[src/rtl/countdown_pkg.sv]
// countdown_pkg
// Shared definitions for the countdown controller: FSM state type and
// default parameter values for count width and prescaler period.
package countdown_pkg;

    localparam int N_DEF        = 6;
    localparam int PRESCALE_DEF = 50_000_000;

    typedef enum logic [1:0] {
        S_IDLE,
        S_RUN,
        S_PAUSE,
        S_DONE
    } state_t;

endpackage

[src/rtl/countdown_controller_tick_gen.sv]
// tick_gen
// Prescaler that divides clk down to the count-step rate. The phase counter
// runs 0..PRESCALE-1 while enabled and wraps; tick is high during the cycle
// in which the counter sits at its terminal value with en asserted, so the
// consumer acts on the same edge that wraps the counter. When en is low the
// phase is held, which is what lets a pause resume mid-period.
//
// Ports:
//   clk   - system clock, rising edge
//   reset - asynchronous, active-high; clears the phase
//   clr   - synchronous clear, wins over en
//   en    - advance the phase this cycle
//   tick  - terminal-count indication (combinational, qualified by en/clr)
module tick_gen
    import countdown_pkg::*;
#(
    parameter int PRESCALE = PRESCALE_DEF
) (
    input  logic clk,
    input  logic reset,
    input  logic clr,
    input  logic en,
    output logic tick
);

    localparam int W = (PRESCALE > 1) ? $clog2(PRESCALE) : 1;
    localparam logic [W-1:0] LAST = W'(PRESCALE - 1);

    logic [W-1:0] phase;

    assign tick = en && !clr && (phase == LAST);

    always_ff @(posedge clk or posedge reset) begin
        if (reset) begin
            phase <= '0;
        end else if (clr) begin
            phase <= '0;
        end else if (en) begin
            phase <= tick ? '0 : phase + 1'b1;
        end
    end

endmodule

[src/rtl/countdown_controller.sv]
// countdown_controller
// Sequencing controller for the down-counter / seven-segment display path.
// Owns the count and reload registers and walks IDLE -> RUN -> DONE, with a
// PAUSE state that freezes both the count and the prescaler phase.
//
// Ports:
//   clk        - system clock, rising edge
//   reset      - asynchronous, active-high
//   start_btn  - start/resume request, debounced level, acted on at rise
//   pause_btn  - pause/resume toggle, debounced level, acted on at rise
//   load_en    - capture load_value into count and reload (IDLE/PAUSE/DONE)
//   load_value - preset value
//   count      - current count (low nibble -> display1, bits 5:4 -> display2)
//   running    - high while in RUN
//   done       - high while in DONE
//   tick       - one-cycle pulse on every decrement
module countdown_controller
    import countdown_pkg::*;
#(
    parameter int N        = N_DEF,
    parameter int PRESCALE = PRESCALE_DEF
) (
    input  logic         clk,
    input  logic         reset,
    input  logic         start_btn,
    input  logic         pause_btn,
    input  logic         load_en,
    input  logic [N-1:0] load_value,
    output logic [N-1:0] count,
    output logic         running,
    output logic         done,
    output logic         tick
);

    localparam logic [N-1:0] ONE = N'(1);

    state_t       state;
    state_t       state_next;
    logic [N-1:0] reload;
    logic [N-1:0] reload_next;
    logic [N-1:0] count_next;
    logic         tick_next;

    logic start_prev;
    logic pause_prev;
    logic start_rise;
    logic pause_rise;

    logic presc_clr;
    logic presc_en;
    logic step;

    assign start_rise = start_btn & ~start_prev;
    assign pause_rise = pause_btn & ~pause_prev;

    // The prescaler sits at zero whenever we are outside RUN/PAUSE, so every
    // entry into RUN from IDLE or DONE starts a full period. The cycle that
    // takes a pause rise must not advance it, otherwise resuming would lose
    // one cycle of the period.
    assign presc_clr = (state == S_IDLE) || (state == S_DONE);
    assign presc_en  = (state == S_RUN) && !pause_rise;

    tick_gen #(
        .PRESCALE(PRESCALE)
    ) u_tick_gen (
        .clk  (clk),
        .reset(reset),
        .clr  (presc_clr),
        .en   (presc_en),
        .tick (step)
    );

    always_ff @(posedge clk or posedge reset) begin
        if (reset) begin
            start_prev <= 1'b0;
            pause_prev <= 1'b0;
        end else begin
            start_prev <= start_btn;
            pause_prev <= pause_btn;
        end
    end

    // Within a cycle load_en outranks a start rise, which outranks a pause
    // rise. The count-is-zero guard in RUN keeps the counter from ever
    // rolling over, even though RUN is never entered with a zero count.
    always_comb begin
        state_next  = state;
        count_next  = count;
        reload_next = reload;
        tick_next   = 1'b0;
        case (state)
            S_IDLE: begin
                if (load_en) begin
                    count_next  = load_value;
                    reload_next = load_value;
                end else if (start_rise) begin
                    state_next = (count != '0) ? S_RUN : S_DONE;
                end
            end
            S_RUN: begin
                if (pause_rise) begin
                    state_next = S_PAUSE;
                end else if (step && (count != '0)) begin
                    tick_next  = 1'b1;
                    count_next = count - 1'b1;
                    if (count == ONE) begin
                        state_next = S_DONE;
                    end
                end
            end
            S_PAUSE: begin
                if (load_en) begin
                    count_next  = load_value;
                    reload_next = load_value;
                    state_next  = S_IDLE;
                end else if (start_rise || pause_rise) begin
                    state_next = S_RUN;
                end
            end
            S_DONE: begin
                if (load_en) begin
                    count_next  = load_value;
                    reload_next = load_value;
                    state_next  = S_IDLE;
                end else if (start_rise && (reload != '0)) begin
                    count_next = reload;
                    state_next = S_RUN;
                end
            end
            default: begin
                state_next = S_IDLE;
            end
        endcase
    end

    // running/done are registered from the next state so they line up with
    // the edge that performs the transition.
    always_ff @(posedge clk or posedge reset) begin
        if (reset) begin
            state   <= S_IDLE;
            count   <= {N{1'b1}};
            reload  <= {N{1'b1}};
            running <= 1'b0;
            done    <= 1'b0;
            tick    <= 1'b0;
        end else begin
            state   <= state_next;
            count   <= count_next;
            reload  <= reload_next;
            running <= (state_next == S_RUN);
            done    <= (state_next == S_DONE);
            tick    <= tick_next;
        end
    end

endmodule
[config.mk]
export PLATFORM = sky130hd
export DESIGN_NAME = countdown_controller
export DESIGN_NICKNAME = d
export VERILOG_FILES = /design/src/rtl/countdown_pkg.sv /design/src/rtl/countdown_controller_tick_gen.sv /design/src/rtl/countdown_controller.sv
export SDC_FILE = /design/constraint.sdc
export NUM_CORES = 1
export LEC_CHECK = 0
export CORE_UTILIZATION = 30
export CTS_CLUSTER_DIAMETER = 100
export DETAILED_ROUTE_END_ITERATION = 8
export GPL_TIMING_DRIVEN = 0
export HOLD_SLACK_MARGIN = 0.12
export PLACE_DENSITY = 0.47
export SLEW_MARGIN = 20
export SYNTH_ARGS = -nofsm -noshare
export SYNTH_HDL_FRONTEND = slang
export SYNTH_HIERARCHICAL = 1
export SYNTH_SLANG_ARGS = --single-unit
[constraint.sdc]
create_clock -name clk -period 3.37 [get_ports clk]
set_input_delay 1.011 -clock clk [delete_from_list [all_inputs] [get_ports clk]]
set_output_delay 1.011 -clock clk [all_outputs]
set_load 0.02 [all_outputs]
==> results of run 1 <==
area by class of cell:
cell class / instances / area share
inverters: 15 / 0.01717
repair buffers: 19 / 0.05599
well taps: 129 / 0.04815
flip-flops and latches: 45 / 0.3404
clock buffers: 7 / 0.02277
plain buffers: 14 / 0.02352
clock inverters: 1 / 0.001866
multi-input cells: 241 / 0.4901
per-layer routing:
| metal | wire [um] | share of wire | vias to the layer above |
|---|---|---|---|
| met2 | 3181 | 0.42 | 70 |
| met3 | 340 | 0.045 | 10 |
| met4 | 99 | 0.013 | 0 |
| met5 | 0 | 0 | - |
| met1 | 3921 | 0.52 | 1205 |
| li1 | - | - | 1236 |
critical path, cell delays in order, from the launching register on:
cell,delay [ps]
dfrtp_1,480
inv_1,130
ha_1,290
inv_1,80
or4b_1,560
nor4_4,410
and2_2,320
o211ai_1,100
a22o_2,270
buf_6,150
a211o_2,320
cell usage after synthesis (all sizes together) (3+ instances only):
| cell type | instances |
|---|---|
| a211oi | 4 |
| a21oi | 19 |
| a221oi | 4 |
| a22oi | 7 |
| a31oi | 10 |
| and2 | 5 |
| and3 | 4 |
| buf | 3 |
| clkbuf | 11 |
| dfrtp | 33 |
| dfstp | 12 |
| ha | 10 |
| inv | 14 |
| mux2 | 6 |
| mux2i | 3 |
| nand2 | 34 |
| nand3 | 8 |
| nand4 | 12 |
| nor2 | 18 |
| nor2b | 7 |
| nor3 | 9 |
| nor3b | 3 |
| nor4 | 11 |
| o21ai | 16 |
| o22a | 3 |
| or3 | 4 |
| or4 | 8 |
| or4b | 4 |
| xor2 | 3 |
metrics by stage:
step | instances | setup TNS (ps)
floorplan | 315 | 0
global placement | 462 | -18380
detailed placement | 462 | -17930
CTS | 471 | 0
global route | 471 | 0
finish | 471 | 0
cell families (layout without fill, tap and decap cells):
| logic type | count (synthesis) | in the layout | share of synthesized area |
|---|---|---|---|
| AOI/OAI and AO/OA | 82 | 82 | 0.1962 |
| xor gates and xnor gates | 4 | 4 | 0.01213 |
| adders and majority gates | 10 | 10 | 0.04331 |
| buffers and inverters | 29 | 56 | 0.04677 |
| DFF | 45 | 45 | 0.3950 |
| muxes | 9 | 9 | 0.03378 |
| and+or+nand+nor | 136 | 136 | 0.2728 |
what timing repair did:
action,CTS,global route
resized for setup,2,4
pin swaps,1,1
buffers inserted,1,0
hold endpoints to repair,0,0
endpoints found under the setup margin,29,17
power groups by stage:
stage	Combinational, W	Clock (W)	Sequential, W
global placement	0.000886	0	0.000768
CTS	0.000887	0.000357	0.000756
detailed placement	0.000882	0	0.000765
global route	0.000990	0.000383	0.000775
finish	0.000897	0.000334	0.000757
floorplan	0.000548	0	0.000801
sequential cells by signal (all words and copies together), names as in the netlist:
| register | flops |
|---|---|
| count | 6 |
| done | 1 |
| pause_prev | 1 |
| reload | 6 |
| running | 1 |
| start_prev | 1 |
| state | 2 |
| tick | 1 |
| u_tick_gen/phase | 26 |
how the worst min path moves through the flow:
| stage | startpoint | slack [ps] | endpoint | cells past startpoint |
|---|---|---|---|---|
| 6_report | u_tick_gen/phase[21] | 540 | u_tick_gen/phase[21] | 1 |
| 5_1_grt | count[4] | 560 | count[4] | 1 |
| 4_1_cts | u_tick_gen/phase[21] | 550 | u_tick_gen/phase[21] | 1 |
| 3_5_place_dp | u_tick_gen/phase[21] | 530 | u_tick_gen/phase[21] | 1 |
| 3_3_place_gp | u_tick_gen/phase[21] | 540 | u_tick_gen/phase[21] | 1 |
| 2_1_floorplan | u_tick_gen/phase[21] | 480 | u_tick_gen/phase[21] | 1 |
==> out/metrics.csv, run 1 <==
stage;metric;value;unit
outcome;status;completed;
critical_path;setup.worst_path.start;state[0];
drt;drcViolationCount;0;
pwr;combPwrFrac;0.451;
critical_path;worstPathRequired;3600;ps
cells_and_area;nFillCells;972;
logic_synthesis;synth_edf_count;0;
critical_path;reg2reg_depth;10;
floorplanning;fp.dieH;100.1;um
cells_and_area;antennaDiodeCount;0;
drt;viasPerCell;5.352;
global_routing;grt_usage;0.1610;
floorplanning;fp.dieW;100.1;um
global_routing;antenna_found_initial;0;
logic_synthesis;yosysTopAreaCellShare;0.2858;
place;place_area;3237;sq um
critical_path;reg2reg_from;state[0];
cts;clock-sinks;45;
pwr;peakVddDrop;0.0003527;V
cts;cts.path.max_buffers;2;
sta;finalHoldViolations;0;
pwr;clkPwrFrac;0.168;
sta;rsz0062_at_grt;no;
cells_and_area;area_delta_synth_final;16.02;%
cells_and_area;multi_input_area;1643;sq um
place;place_ws;-911.2;ps
floorplanning;die_area;10030;sq um
pwr;leakagePower;1.281;nW
sta;worst_pin_slew;922.3;ps
floorplanning;core;9284;sq um
sta;hold_ws;544.0;ps
cells_and_area;layout_common_cells;34 x nand2_1, 33 x dfrtp_1, 19 x a21oi_1;
cells_and_area;layout.nets;362;
sta;slew_viol_final;0;
global_routing;grtUsageMet1;0.2500;
critical_path;crit_type;register to register;
global_routing;grt_pass1_wl;12750;um
logic_synthesis;synthFlopType;dfrtp_1;
cells_and_area;drive_gt1_frac;0.1550;
cells_and_area;fin_util;0.3611;
cts;clkLatencyLatePin;300;ps
logic_synthesis;postSynthCellCount;315;
cts;cts_tree;yes;
cells_and_area;regArea;1141;sq um
sta;fin_crit_sh;0.9451;
global_routing;grt-busiest-layer;met1;
critical_path;reg2reg_to;count[0];
pwr;p_switching;0.0008243;W
logic_synthesis;async_flop_share;1.000;
drt;routed_wl;7543;um
place;place_congestion;0.8115;
job;maxCapViolations;0;
logic_synthesis;synthTopCellsByArea;dfrtp_1 29%, dfstp_2 11%, nand2_1 4.4%, ha_1 4.3%, a21oi_1 3.3%;
cts;cts-htree-levels;2;
drt;drt_iter0_drc;140;
place;portBuffers;18;
logic_synthesis;syn-num-nets;336;
global_routing;grt_max_degree;27;
floorplanning;start_util;0.3112;
cts;numCtsBuffers;5;
critical_path;endpoint_kind;register;
floorplanning;rows;35;
sta;setup_viol;0;
pwr;seqPwrFrac;0.381;
cts;ctsHoldBuffers;0;
sta;layout_setup_ws;185.0;ps
sta;timing.max_slew.rel_slack;0.3795;
logic_synthesis;synth_cell_types;61;
global_routing;grt-ovfl-total;0;
critical_path;r2r_slack;190;ps
logic_synthesis;netlist_area;2889;sq um
drt;vias;2521;
logic_synthesis;ys_seq_area_frac;0.3950;
floorplanning;io_pins;20;
logic_synthesis;synth_warnings;6;
logic_synthesis;ys_ff_latch;45;
sta;fin_crit;3185;ps
global_routing;gr-usage-met2;0.2250;
sta;clock_skew;14.11;ps
pwr;power_density;593.0;nW/um^2
cells_and_area;mostFrequentLayoutCell;nand2_1;
critical_path;cp_max_fo;10;
cts;root_buffer;clkbuf_8;
global_routing;met3_usage;0.02368;
drt;antenna_left;0;
cts;clk_pin_slew;90;ps
drt;wl_per_cell;16.01;um
sta;fmax;0.3140;GHz
critical_path;critPathLaunchType;register;
logic_synthesis;synth_top_area_cell;dfrtp_1;
pwr;swShare;0.4147;
pwr;power;0.001988;W
critical_path;critPathArrivalTime;3420;ps
cells_and_area;design_area;3352;sq um
logic_synthesis;synth_area_per_cell;9.171;sq um
drt;firstDrtPassIters;5;
critical_path;endpoint;count[0];
place;post-dp-hpwl;5393;um
global_routing;grt_pass1_vias;2406;
worst_hold_path;hp-class;register to register;
pwr;power.internal;0.001164;W
Power figures use the tool's default switching activity.
==> inputs of run 2 (changes only) <==
--- a/config.mk
+++ b/config.mk
@@ -6,7 +6,7 @@
 export NUM_CORES = 1
 export LEC_CHECK = 0
 export CORE_UTILIZATION = 30
-export CTS_CLUSTER_DIAMETER = 100
+export CTS_CLUSTER_DIAMETER = 120
 export DETAILED_ROUTE_END_ITERATION = 8
 export GPL_TIMING_DRIVEN = 0
 export HOLD_SLACK_MARGIN = 0.12
==> results of run 2 <==
Same layout as run 1: the final DEF is identical, and so are final timing and power.
==> inputs of run 3 (changes only) <==
--- a/config.mk
+++ b/config.mk
@@ -7,6 +7,7 @@
 export LEC_CHECK = 0
 export CORE_UTILIZATION = 30
 export CTS_CLUSTER_DIAMETER = 120
+export CTS_CLUSTER_SIZE = 14
 export DETAILED_ROUTE_END_ITERATION = 8
 export GPL_TIMING_DRIVEN = 0
 export HOLD_SLACK_MARGIN = 0.12
==> results of run 3 <==
Same layout as run 1: the final DEF is identical, and so are final timing and power.
